==> src/rtl/demux_2_for_5_bits_stream.sv <==
// rtl/demux_2_for_5_bits_stream.sv - buffered 1-to-2 demultiplexer for register-address tokens
//
// Purpose:
//   Routes one valid/ready token stream to one of two output channels, chosen
//   by in_select. Each channel has its own DEPTH-entry FIFO, so a stalled
//   consumer on one channel never loses tokens or blocks the other channel.
//   A pushed token becomes visible on the next cycle; there is no bypass.
//
// Optional feature macro: DEMUX_STATS_EN
//   When defined, adds count0/count1, which are saturating per-channel
//   counters of accepted tokens.
//
// Ports:
//   clk         in   rising-edge clock
//   reset       in   asynchronous reset, active-high (flushes both FIFOs)
//   in_valid    in   input token present
//   in_ready    out  selected channel not full (independent of in_valid)
//   in_data     in   input token
//   in_select   in   destination channel (0/1)
//   out0_valid  out  channel 0 head valid
//   out0_ready  in   channel 0 consumer takes head
//   out0_data   out  channel 0 head token (0 when not valid)
//   out1_valid  out  channel 1 head valid
//   out1_ready  in   channel 1 consumer takes head
//   out1_data   out  channel 1 head token (0 when not valid)
//   count0      out  [DEMUX_STATS_EN] tokens accepted into channel 0
//   count1      out  [DEMUX_STATS_EN] tokens accepted into channel 1

module demux_2_for_5_bits_stream #(
    parameter int WIDTH = 5,
    parameter int DEPTH = 2
) (
    input  logic             clk,
    input  logic             reset,
    input  logic             in_valid,
    output logic             in_ready,
    input  logic [WIDTH-1:0] in_data,
    input  logic             in_select,
    output logic             out0_valid,
    input  logic             out0_ready,
    output logic [WIDTH-1:0] out0_data,
    output logic             out1_valid,
    input  logic             out1_ready,
    output logic [WIDTH-1:0] out1_data
`ifdef DEMUX_STATS_EN
    ,
    output logic [15:0]      count0,
    output logic [15:0]      count1
`endif
);

    localparam int PTR_W = (DEPTH > 1) ? $clog2(DEPTH) : 1;
    localparam int OCC_W = PTR_W + 1;
    localparam logic [OCC_W-1:0] FULL_OCC = OCC_W'(DEPTH);

    // Per-channel FIFO state, indexed by channel number.
    logic [WIDTH-1:0] r_mem    [2][DEPTH];
    logic [PTR_W-1:0] r_rd_ptr [2];
    logic [PTR_W-1:0] r_wr_ptr [2];
    logic [OCC_W-1:0] r_occ    [2];

    logic [1:0] w_full;
    logic [1:0] w_valid;
    logic [1:0] w_push;
    logic [1:0] w_pop;
    logic [1:0] w_out_ready;

    assign w_out_ready = {out1_ready, out0_ready};

    always_comb begin
        w_full  = '0;
        w_valid = '0;
        for (int k = 0; k < 2; k++) begin
            w_full[k]  = (r_occ[k] == FULL_OCC);
            w_valid[k] = (r_occ[k] != '0);
        end
    end

    // Ready depends only on the selected channel's occupancy; a pop on a full
    // channel in the same cycle does not open it, keeping in_ready registered-only.
    assign in_ready = ~w_full[in_select];

    assign w_push[0] = in_valid & in_ready & ~in_select;
    assign w_push[1] = in_valid & in_ready &  in_select;
    assign w_pop     = w_valid & w_out_ready;

    always_ff @(posedge clk or posedge reset) begin
        if (reset) begin
            for (int k = 0; k < 2; k++) begin
                r_rd_ptr[k] <= '0;
                r_wr_ptr[k] <= '0;
                r_occ[k]    <= '0;
            end
        end else begin
            for (int k = 0; k < 2; k++) begin
                if (w_push[k]) begin
                    r_wr_ptr[k] <= r_wr_ptr[k] + PTR_W'(1);
                end
                if (w_pop[k]) begin
                    r_rd_ptr[k] <= r_rd_ptr[k] + PTR_W'(1);
                end
                case ({w_push[k], w_pop[k]})
                    2'b10:   r_occ[k] <= r_occ[k] + OCC_W'(1);
                    2'b01:   r_occ[k] <= r_occ[k] - OCC_W'(1);
                    default: r_occ[k] <= r_occ[k];
                endcase
            end
        end
    end

    // Storage is deliberately not reset; occupancy alone decides what is valid.
    always_ff @(posedge clk) begin
        for (int k = 0; k < 2; k++) begin
            if (w_push[k]) begin
                r_mem[k][r_wr_ptr[k]] <= in_data;
            end
        end
    end

    assign out0_valid = w_valid[0];
    assign out1_valid = w_valid[1];
    assign out0_data  = w_valid[0] ? r_mem[0][r_rd_ptr[0]] : '0;
    assign out1_data  = w_valid[1] ? r_mem[1][r_rd_ptr[1]] : '0;

`ifdef DEMUX_STATS_EN
    logic [15:0] r_count0;
    logic [15:0] r_count1;

    always_ff @(posedge clk or posedge reset) begin
        if (reset) begin
            r_count0 <= '0;
            r_count1 <= '0;
        end else begin
            if (w_push[0] && (r_count0 != 16'hFFFF)) begin
                r_count0 <= r_count0 + 16'd1;
            end
            if (w_push[1] && (r_count1 != 16'hFFFF)) begin
                r_count1 <= r_count1 + 16'd1;
            end
        end
    end

    assign count0 = r_count0;
    assign count1 = r_count1;
`endif

endmodule
==> config.mk <==
export PLATFORM = sky130hd
export DESIGN_NAME = demux_2_for_5_bits_stream
export DESIGN_NICKNAME = d
export VERILOG_FILES = /design/src/rtl/demux_2_for_5_bits_stream.sv
export SDC_FILE = /design/constraint.sdc
export NUM_CORES = 1
export LEC_CHECK = 0
export BUFFER_PORTS_ARGS = -buffer_cell sky130_fd_sc_hd__buf_4
export CAP_MARGIN = 20
export CORE_ASPECT_RATIO = 0.5
export CORE_MARGIN = 1
export CORE_UTILIZATION = 44
export CTS_CLUSTER_DIAMETER = 120
export DETAILED_ROUTE_END_ITERATION = 10
export MAX_ROUTING_LAYER = met4
export PLACE_DENSITY = 0.69
export SYNTH_ARGS = -nofsm -noshare
export SYNTH_HDL_FRONTEND = slang
export SYNTH_SLANG_ARGS = --single-unit
export TNS_END_PERCENT = 10
==> constraint.sdc <==
create_clock -name clk -period 1.4 [get_ports clk]
set_input_delay 0 -clock clk [delete_from_list [all_inputs] [get_ports clk]]
set_output_delay 0 -clock clk [all_outputs]
set_load 0.005 [all_outputs]
## Yosys cells after proc, flatten, opt, wreduce, memory -nomap -nowiden

Memory sizes are Yosys's and may differ from the RTL's.
Cells that the tools add are included.

| operators by class | value |
|---|---|
| multiplexer cells | 23 |
| $add $sub $neg | 8 |
| reductions and logical operators | 7 |
| bitwise operators | 10 |
| equal/unequal tests | 6 |
| $lt $le $gt $ge | 7 |

Operator list:

| kind | number |
|---|---|
| $mux W5 | 10 |
| $mux W10 | 4 |
| $demux W5 S1 | 2 |
| $reduce_or A10 Y1 | 1 |
| $eq A2 B2 Y1 const B | 4 |
| $ge A2 B2 Y1 const B | 4 |
| $not A1 Y2 | 4 |
| $pmux W2 S2 | 2 |
| $reduce_bool A2 Y1 | 4 |
| $mux W1 | 5 |
| $add A1 B1 Y1 const B | 4 |
| $add A2 B1 Y2 const B | 2 |
| $eq A2 B1 Y1 const B | 2 |
| $lt A2 B1 Y1 const B | 2 |
| $sub A2 B1 Y2 const B | 2 |
| $and A1 B1 Y1 | 3 |
| $and A2 B2 Y2 | 1 |
| $logic_and A1 B1 Y1 | 2 |
| $lt A1 B2 Y1 const B | 1 |
| $not A1 Y1 | 2 |

| storage, ports and cells | value |
|---|---|
| bits of input ports | 11 |
| RAM bits | 20 |
| bits in registers | 8 |
| output and inout port bits | 13 |
| logic and storage cells | 68 |
| memories | 1 |

Memory list:

| name | words | width | read ports | clocked after Yosys merged registers in | write ports | line | source |
|---|---|---|---|---|---|---|---|
| r_mem | 2 | 10 | 2 | 0 | 1 | 57 | `logic [WIDTH-1:0] r_mem [2][DEPTH];` |

## Longest topological paths before layout

| logic depth | value |
|---|---|
| depth after elaboration | 10 |
| gate-level depth with buffers | 6 |
| mapped depth without buffers | 6 |

## Least setup slack after synthesis

Ideal clock, no wire load.

| path | value |
|---|---|
| path kind | reg-to-reg |
| start point | register r_occ[0] (netlist bit) |
| end point | register r_occ[1] (netlist bit) |
| path buffers | 0 |
| stages on the path, launching flop included | 6 |
| period minus slack after synthesis | 1,367 ps |
| data required time | 1,321 ps |
| library setup time | 79 ps |
| arrival time | 1,288 ps |
| slack | 33 ps |
| path through | dfrtp_1 > nor2_2 > nor2b_2 > ha_1 > nor2_1 > xor2_1 |

| between the ends | value |
|---|---|
| elaborated cells between the ends (all ways) | 14 |
| those cells by class | 2 x add/sub; 3 x eq/ne; 3 x mux; 4 x bitwise; 2 x reduce/logical |

RTL lines:

| item | line | source |
|---|---|---|
| start, declared | 60 | `logic [OCC_W-1:0] r_occ [2];` |
| start signal, assigned by index | 103 | `2'b10: r_occ[k] <= r_occ[k] + OCC_W'(1);` |
| start signal, assigned by index | 104 | `2'b01: r_occ[k] <= r_occ[k] - OCC_W'(1);` |
| start signal, assigned by index | 105 | `default: r_occ[k] <= r_occ[k];` |
| $reduce_bool A2 Y1 (*) | 75 | `w_valid[k] = (r_occ[k] != '0);` |
| $and A2 B2 Y2 (*) | 85 | `assign w_pop = w_valid & w_out_ready;` |
| named net w_pop[1] | 65 | `logic [1:0] w_pop;` |
| $eq A2 B1 Y1 / $eq A2 B2 Y1 (equally long branches) | 102 | `case ({w_push[k], w_pop[k]})` |
| $pmux W2 S2 / $reduce_bool A2 Y1 (equally long branches) | -- |  |

The timed path passes the listed nets; every way through them passes the cells marked *. The select of a mux whose other input is x is not followed.
A chain may end at the register's enable or synchronous reset.

## Final worst setup path

| path | value |
|---|---|
| start point | register r_occ[1] (netlist bit) |
| end point | register r_occ[1] (netlist bit) |

The elaborated chain is that of the path after synthesis.

==> impl_metrics.csv <==
group,metric,value,unit
yosys,synth_xor_area_frac,0.07368,
yosys,synth-compound-area-share,0,
grt,grt_max_degree,17,
yosys,synth_top_family_by_area,"simple AND/OR/NAND/NOR gates",
placement,port_buffers,23,
layout,fin_util,0.6793,
grt,grt_use_met2,0.2589,
grt,grt_use_met1,0.1939,
critical_path,path_max_fanout,3,
run,drv_cap,0,
clocking,htreeDepth,1,
clocking,path_clk_slew,0.09,ns
power_and_ir_drop,leakagePower,0.0006976,uW
layout,final_nets,137,
yosys,synth_most_common_cell,"edfxtp_1",
route,vias,711,
yosys,synthCells,82,
yosys,ys_warn_count,0,
clocking,clock_path_buffers,2,
route,drc,0,
sta,clock_skew,0.002199,ns
clocking,clock-root-buffer,"clkbuf_8",
critical_path,required,1.59,ns
clocking,clock_latency,0.27,ns
critical_path,crit_family,"flip-flops",
yosys,ys_types,16,
sta,drv_slew,0,
yosys,yosys.area_share.simple,0.1137,
grt,antenna_found_initial,0,
sta,slew_headroom,0.7675,
yosys,seq_area_frac_synth,0.6737,
yosys,synthMuxAreaShare,0.09368,
route,first_pass_iters,3,
critical_path,crit_path_start_kind,"register",
critical_path,slowest_stage,"dfrtp_1",
grt,grt_overflow,0,
yosys,synth.area.top_cells,"edfxtp_1 51%, dfrtp_1 17%, mux2i_1 8.4%, nor2_1 5.1%, xnor2_1 4.4%",
critical_path,worst_path_largest_cell_delay,0.43,ns
yosys,synth_async_sr_flop_share,0.2857,
clocking,cts_made_buffers,3,
yosys,synth_common_cells,"20 x edfxtp_1, 16 x nor2_1, 10 x mux2i_1, 8 x dfrtp_1, 6 x xnor2_1",
sta,hold_violations,0,
power_and_ir_drop,total_power,3176,uW
yosys,synthAdderAreaFrac,0.02105,
yosys,synth_edf_count,20,
route,drtAntennaViolNets,0,
layout,drive_above_1_share,0.3821,
grt,grt_busiest_layer,"met2",
route,wl_per_cell,12.44,um
floorplan,fp-row-count,12,
layout,diodes,0,
grt,grt_pass1_vias,674,
floorplan,coreArea,2372,um^2
floorplan,die_h,38.75,um
yosys,synth_ff_type,"edfxtp_1",
sta,finalCritPeriodShare,0.9695,
placement,numPlacedInstances,145,
sta,min_period,1.357,ns
floorplan,die_area,2926,um^2
yosys,synth_top_cell_by_area,"edfxtp_1",
worst_hold_path,hp-class,"in -> reg",
layout,stdcell_count,158,
critical_path,crit_chain,"nor2_2, nor2b_2, ha_2, xnor2_1, nor2_1, xor2_1",
power_and_ir_drop,pwr_density_cell,1971,nW/um^2
critical_path,critPathArrivalTime,1.55,ns
floorplan,die_width,75.51,um
critical_path,end_kind,"register",
sta,worstMarginPinSlew,0.3487,ns
layout,area_growth,35.58,%
yosys,avgSynthCellArea,14.50,um^2
grt,grt_use_total,0.1609,
yosys,synth_fp_nets,95,
critical_path,crit_type,"reg -> reg",
yosys,ys_ff_latch,28,
sta,clock.fmax,736.8,MHz
route,via_per_inst,4.500,
placement,dp_hpwl,1.426,mm
placement,place.gp.congestion,0.7851,
power_and_ir_drop,vdd_drop_max,1.082,mV
critical_path,crit_buf_inv,0,
clocking,cts_tree,"built",
route,drt_iter0_markers,51,
floorplan,initial_core_util,0.5011,
grt,grt_pass1_wl,3.049,mm
yosys,yosysTopAreaCellShare,0.5053,
route,drt_wl_total,1.966,mm
floorplan,io_pins,24,
grt,grt_util_met3,0.06250,
yosys,syn_area,1189,um^2
status,status,"completed",
clocking,cts_sinks,28,
sta,setup_viol,0,
[power by group]
part | leakage [uW] | internal [uW] | switching [uW]
clock | 0.0000357 | 383 | 236
sequential | 0.000276 | 1100 | 205
combinational | 0.000386 | 735 | 519
total | 0.000698 | 2220 | 960
[final timing paths]
path	from	to	slack [ns]	cells after the start
min in group asynchronous	reset	r_occ[2]	0.23	3
worst max-delay path	r_occ[1]	r_occ[1]	0.04	6
max in group asynchronous	reset	r_rd_ptr[0]	0.94	3
worst min register to register	r_wr_ptr[1]	r_wr_ptr[1]	0.50	1
worst max register to register	r_occ[1]	r_occ[1]	0.04	6
worst min-delay path	in_valid	r_wr_ptr[1]	0.05	3
[per-layer routing]
| layer | wire, um | part of all wire |
|---|---|---|
| met1 | 934 | 0.48 |
| met3 | 85 | 0.043 |
| met5 | 0 | 0 |
| met2 | 938 | 0.48 |
| met4 | 8 | 0.0041 |
[stage by stage]
step / instance area (um^2) / hold WS [ns] / TNS (ns) / setup slack [ns]
floorplan: 1189 / -0.1843 / 0 / 0.03320
global placement: 1448 / -0.03742 / 0 / 0.08496
detailed placement: 1448 / -0.02628 / -0.0005660 / -0.0005660
CTS: 1587 / 0.03855 / 0 / 0.01491
global route: 1612 / 0.04816 / -0.01840 / -0.01840
finish: 1612 / 0.04867 / 0 / 0.04277
[repair_timing]
item,in CTS,in global routing
endpoints found under the hold margin,28,0
hold buffers,6,0
pin swaps,0,4
buffers inserted,1,2
resized for setup,0,3
endpoints found under the setup margin,1,2
[cell usage in the layout, fill, tap and decap left out, drive strengths merged]
cell / netlist / routed
buf: 2 / 33
bufinv: 0 / 1
clkbuf: 0 / 3
dfrtp: 8 / 8
dlygate4sd3: 0 / 6
edfxtp: 20 / 20
ha: 2 / 2
inv: 5 / 5
mux2: 1 / 1
mux2i: 10 / 10
nand2b: 2 / 2
nand3: 1 / 1
nand3b: 1 / 1
nor2: 18 / 18
nor2b: 2 / 2
xnor2: 6 / 6
xor2: 4 / 4
[worst reg2reg max path: cells and delay by family, from the launching register on]
kind | cells | cell delay [ns]
flip-flops | 1 | 0.43
AND/OR/NAND/NOR | 3 | 0.38
XOR/XNOR | 2 | 0.30
adder cells (fa/ha/maj) | 1 | 0.19
[layout make-up]
class	count	area, um^2
Sequential cell	28	800.8
Fill cell	178	760.7
Multi-Input combinational cell	47	369.1
Timing Repair Buffer	39	307.8
Tap cell	35	43.79
Clock buffer	3	41.29
Clock inverter	1	30.03
Inverter	5	18.77
[sequential cells by signal, summed over array words and instances, names as in the netlist]
signal,cells
r_mem,20
r_occ,4
r_rd_ptr,2
r_wr_ptr,2
[cells by family after synthesis]
| family | Yosys count |
|---|---|
| XOR/XNOR | 10 |
| adder cells (fa/ha/maj) | 2 |
| buffers and inverters | 7 |
| flip-flops | 28 |
| multiplexers | 11 |
| AND/OR/NAND/NOR | 24 |
No activity file was read; power rests on OpenSTA's default activity.
